[config.mk]
export PLATFORM = sky130hd
export DESIGN_NAME = cpu_step_host
export DESIGN_NICKNAME = d
export VERILOG_FILES = /design/src/rtl/cpu_step_host.sv
export SDC_FILE = /design/constraint.sdc
export NUM_CORES = 1
export LEC_CHECK = 0
export CORE_MARGIN = 3
export CORE_UTILIZATION = 45
export CTS_CLUSTER_SIZE = 40
export DETAILED_ROUTE_END_ITERATION = 10
export PLACE_DENSITY = 0.68
export SYNTH_ARGS = -nofsm -noshare
export SYNTH_HDL_FRONTEND = slang
export SYNTH_SLANG_ARGS = --single-unit
export TNS_END_PERCENT = 30
[constraint.sdc]
create_clock -name clk -period 5.8 [get_ports clk]
set_input_delay 1.74 -clock clk [delete_from_list [all_inputs] [get_ports clk]]
set_output_delay 1.74 -clock clk [all_outputs]
set_load 0.1 [all_outputs]
[src/rtl/cpu_step_host.sv]
// Host side of the CPU halt/continue handshake: captures out words, drives cont.
// Optional: CPU_STEP_TIMEOUT_EN adds a RESUME watchdog with one retry pulse.
module cpu_step_host #(
  parameter int DEPTH        = 8,
  parameter int PULSE_CYCLES = 3,
  parameter int AUTO_DELAY   = 16
`ifdef CPU_STEP_TIMEOUT_EN
  , parameter int TIMEOUT    = 255
`endif
) (
  input  logic                     clk,
  input  logic                     reset,
  input  logic [31:0]              cpu_out,
  input  logic                     cpu_halted,
  output logic                     cont,
  input  logic                     auto_mode,
  input  logic                     go,
  input  logic                     rd_en,
  output logic [31:0]              rd_data,
  output logic                     rd_valid,
  output logic                     empty,
  output logic                     full,
  output logic [$clog2(DEPTH):0]   count,
`ifdef CPU_STEP_TIMEOUT_EN
  output logic                     timeout_err,
`endif
  output logic                     stalled
);

  localparam int AW = $clog2(DEPTH);
  localparam int CW = AW + 1;
  localparam int DW = $clog2(AUTO_DELAY + 1);
  localparam int PW = $clog2(PULSE_CYCLES + 1);

  typedef enum logic [2:0] {
    IDLE, CAPTURE, HOLD, PULSE, RESUME
  } state_t;

  state_t          state, state_n;
  logic [DW-1:0]   dcnt, dcnt_n;
  logic [PW-1:0]   pcnt, pcnt_n;
  logic [31:0]     mem [DEPTH];
  logic [AW-1:0]   wr_ptr, rd_ptr;
  logic [CW-1:0]   cnt;
  logic            wr, rd;

`ifdef CPU_STEP_TIMEOUT_EN
  localparam int TW = $clog2(TIMEOUT + 1);
  logic [TW-1:0]   tcnt, tcnt_n;
  logic            retry, retry_n;
  logic            terr, terr_n;
  assign timeout_err = terr;
`endif

  assign empty   = (cnt == '0);
  assign full    = (cnt == CW'(DEPTH));
  assign count   = cnt;
  assign stalled = (state == IDLE) && cpu_halted && full;
  assign wr      = (state == CAPTURE);
  assign rd      = rd_en && !empty;

  always_ff @(posedge clk or posedge reset) begin
    if (reset) begin
      state <= IDLE;
      dcnt  <= '0;
      pcnt  <= '0;
      cont  <= 1'b0;
`ifdef CPU_STEP_TIMEOUT_EN
      tcnt  <= '0;
      retry <= 1'b0;
      terr  <= 1'b0;
`endif
    end else begin
      state <= state_n;
      dcnt  <= dcnt_n;
      pcnt  <= pcnt_n;
      cont  <= (state == PULSE);
`ifdef CPU_STEP_TIMEOUT_EN
      tcnt  <= tcnt_n;
      retry <= retry_n;
      terr  <= terr_n;
`endif
    end
  end

  always_comb begin
    state_n = state;
    dcnt_n  = dcnt;
    pcnt_n  = pcnt;
`ifdef CPU_STEP_TIMEOUT_EN
    tcnt_n  = tcnt;
    retry_n = retry;
    terr_n  = terr;
`endif
    unique case (state)
      IDLE: begin
        if (cpu_halted && !full)
          state_n = CAPTURE;
      end
      CAPTURE: begin
        dcnt_n  = DW'(AUTO_DELAY - 1);
        state_n = HOLD;
      end
      HOLD: begin
        // release on the cycle the counter would step to zero
        if (auto_mode) begin
          if (dcnt <= DW'(1)) begin
            dcnt_n  = '0;
            state_n = PULSE;
          end else begin
            dcnt_n = dcnt - 1'b1;
          end
        end else if (go) begin
          state_n = PULSE;
        end
      end
      PULSE: begin
        if (pcnt == PW'(PULSE_CYCLES - 1)) begin
          pcnt_n  = '0;
          state_n = RESUME;
        end else begin
          pcnt_n = pcnt + 1'b1;
        end
      end
      RESUME: begin
        if (!cpu_halted) begin
          state_n = IDLE;
`ifdef CPU_STEP_TIMEOUT_EN
          tcnt_n  = '0;
          retry_n = 1'b0;
        end else if (tcnt == TW'(TIMEOUT - 1)) begin
          tcnt_n = '0;
          terr_n = 1'b1;
          if (retry) begin
            retry_n = 1'b0;
            dcnt_n  = DW'(AUTO_DELAY - 1);
            state_n = HOLD;
          end else begin
            retry_n = 1'b1;
            state_n = PULSE;
          end
        end else begin
          tcnt_n = tcnt + 1'b1;
`endif
        end
      end
      default: state_n = IDLE;
    endcase
  end

  always_ff @(posedge clk) begin
    if (wr)
      mem[wr_ptr] <= cpu_out;
  end

  always_ff @(posedge clk or posedge reset) begin
    if (reset) begin
      wr_ptr   <= '0;
      rd_ptr   <= '0;
      cnt      <= '0;
      rd_data  <= '0;
      rd_valid <= 1'b0;
    end else begin
      rd_valid <= rd;
      if (wr)
        wr_ptr <= wr_ptr + 1'b1;
      if (rd) begin
        rd_data <= mem[rd_ptr];
        rd_ptr  <= rd_ptr + 1'b1;
      end
      unique case ({wr, rd})
        2'b10:   cnt <= cnt + 1'b1;
        2'b01:   cnt <= cnt - 1'b1;
        default: cnt <= cnt;
      endcase
    end
  end

endmodule
==> flow_summary.yaml <==
run_status:
  outcome: "completed"
cts:
  clk_pin_slew_ns: 0.06
  cts_made_buffers: 31
  cts_tree: "yes"
  clk_latency_ns: 0.54
  ctsResizeCount: 0
  cts_setup_buffers: 0
  hold_buffers: 0
  clk_root_buffer_cell: "clkbuf_16"
  clock-sinks: 310
  cts.path.max_buffers: 3
  ctsHtreeMaxLevel: 1
critical_path:
  cp_max_fo: 3
  crit_required_ns: 4.06
  endpoint: "stalled"
  r2r_start: "rd_ptr[1]"
  cp-end-kind: "primary output"
  reg2reg_depth: 5
  critPathLaunch: "cpu_halted"
  start_kind: "primary input"
  worstPathArrival_ns: 2.75
  r2r_setup_slack_ns: 3.10
  r2r-end: "rd_data[10]"
  critical_path_class: "in2out"
layout:
  drive_gt1_share_pct: 13.0
  n_antenna_cell: 0
  nets: 852
  fin_util_pct: 54.6
  design_area_sq_um: 14400
  syn2layout_area_growth_pct: 18.2
  fin_cells: 1165
synth:
  synthMuxAreaShare_pct: 11.5
  synth-edff-count: 256
  syn_nets: 763
  yosysTopAreaCell: "edfxtp_1"
  synthSimpleGateAreaFrac_pct: 3.60
  ys_warn_count: 0
  yosysTopAreaCellShare_pct: 63.3
  synth_fa_ha_area_share_pct: 0.885
  syn-mean-instance-area_sq_um: 16.9
  seq_area_frac_synth_pct: 74.4
  synth.distinct_cells: 48
  synth_compound_area_share_pct: 6.86
  ys_ff_latch: 310
  netlist_instances: 717
  async_flop_share_pct: 17.4
  synthTopCellsByArea: "edfxtp_1 (63%), dfrtp_1 (11%), mux2i_1 (5.4%)"
  synth-xor-area-share_pct: 0.432
  syn_area_sq_um: 12200
  ys.flop_type: "edfxtp_1"
  synth_top_family_by_area: "multiplexers"
grt:
  antenna_found_initial: 0
  use_met2_pct: 25.7
  grt_use_total_pct: 16.1
  grt_busiest_layer: "met2"
  grt_pass1_vias: 6279
  grt_first_pass_wirelength_um: 36100
  use_met3_pct: 2.95
  met1_usage_pct: 23.2
  grt-ovfl-total: 0
  grt_max_degree: 67
routing:
  wire_per_inst_um: 19.9
  vias: 6286
  drt_wl_total_um: 23200
  drtIter0Drc: 515
  vias_per_cell: 5.40
  ant_nets: 0
  dr.pass1.iters: 5
  drc_errors: 0
power_and_ir_drop:
  power_mw: 7.88
  p_per_area_nw_per_um2: 548
  leakagePower_nw: 5.00
  ir_drop_mv: 0.357
place:
  place_hpwl_um: 12700
  place_area_sq_um: 13300
  io_buffer_count: 78
  gp_congestion: 0.739
  dp.cells: 1108
timing:
  fin_crit_ns: 4.49
  hold_viol: 0
  finalClockSkew_ns: 0.00799
  clock.fmax_ghz: 0.223
  setup_viol: 0
  report.final.slew_viol_count: 0
  finalCritPeriodShare_pct: 77.3
  relSlewSlack_pct: 31.1
  rsz0062_at_grt: "no"
  worstMarginPinSlew_ns: 1.03
  tns_ns: 0
floorplan:
  start_util_pct: 46.2
  die-area_sq_um: 29000
  rows: 59
  coreArea_sq_um: 26300
  fp.dieW_um: 170
  io_pins: 79
  dieHeight_um: 170
min_path:
  hold_depth: 2
  hold_class: "reg2reg"
flow_run:
  maxCapViolCount: 0
flip-flops by register name (all words and copies together) (netlist names):
register	cells
mem	256
rd_data	32
dcnt	5
count	4
rd_ptr	3
state	3
wr_ptr	3
pcnt	2
cont	1
rd_valid	1
how the worst min path moves through the flow:
stage	start	slack, ns	endpoint
finish	rd_data[20]	0.48	rd_data[20]
global route	rd_data[17]	0.50	rd_data[17]
CTS	rd_data[17]	0.49	rd_data[17]
detailed placement	rd_data[17]	0.47	rd_data[17]
global placement	rd_data[22]	0.47	rd_data[22]
floorplan	pcnt[1]	0.46	pcnt[1]
logic make-up (layout without fill, tap and decap cells):
kind of cell | count (synthesis) | after routing
adder cells (fa/ha/maj) | 8 | 8
AO/OA/AOI/OAI | 117 | 117
XOR/XNOR | 6 | 6
multiplexers | 131 | 131
AND/OR/NAND/NOR | 95 | 95
buffers and inverters | 50 | 163
flip-flops | 310 | 310
through the flow:
stage,setup WS (ns),hold slack (ns)
after global routing,1.23,0.499
after detailed placement,1.31,0.474
after floorplan,0.212,0.461
final,1.31,0.482
after CTS,1.30,0.488
after global placement,1.31,0.468
worst max-delay path, cell delays in order:
cell	delay (ns)
clkdlybuf4s50_1	0.50
nand2_1	0.06
nor3_1	0.13
buf_4	0.32
placed cells by master, fill, tap and decap left out, types with 5 or more instances in the layout:
master and n:
buf_4 18, clkinv_1 6, mux2_2 27, clkbuf_1 5, clkinv_2 6, o22ai_1 33, mux2_1 38, xnor2_1 5
dfrtp_1 53, nand2_1 54, o21ai_1 32, bufinv_16 6, clkdlybuf4s50_1 77, ha_1 7, mux2i_1 66, a221o_1 32
inv_1 8, edfxtp_1 256, nand2b_1 7, clkbuf_16 31
power breakdown:
| group | leakage, nW | switching [mW] | internal (mW) |
|---|---|---|---|
| Combinational | 1.54 | 1.92 | 0.926 |
| Clock | 0.517 | 0.800 | 1.25 |
| Sequential | 2.95 | 0.279 | 2.70 |
cell usage after synthesis (5+ instances only):
library cell	n
nand2b_1	7
mux2_1	38
o22ai_1	33
edfxtp_1	256
nor3_1	8
mux2_2	27
mux2i_1	66
nor2_1	8
dfrtp_1	54
inv_1	9
ha_1	7
buf_2	10
nand2_1	55
xnor2_1	5
a221o_1	32
buf_6	6
o21ai_1	32
clkbuf_1	16
area by class of cell:
| cell class | instances | area [sq um] |
|---|---|---|
| Clock buffer | 36 | 795 |
| Clock inverter | 21 | 265 |
| Fill cell | 2063 | 11900 |
| Inverter | 11 | 41.3 |
| Multi-Input combinational cell | 357 | 2890 |
| Sequential cell | 310 | 9040 |
| Tap cell | 335 | 419 |
| Timing Repair Buffer | 95 | 906 |
layer usage:
| layer | vias to the layer above | share of wire, % |
|---|---|---|
| met5 | - | 0 |
| met4 | 0 | 1.4 |
| met3 | 29 | 4.9 |
| met2 | 144 | 48 |
| met1 | 3142 | 46 |
| li1 | 2971 | - |
Power figures use the tool's default switching activity.
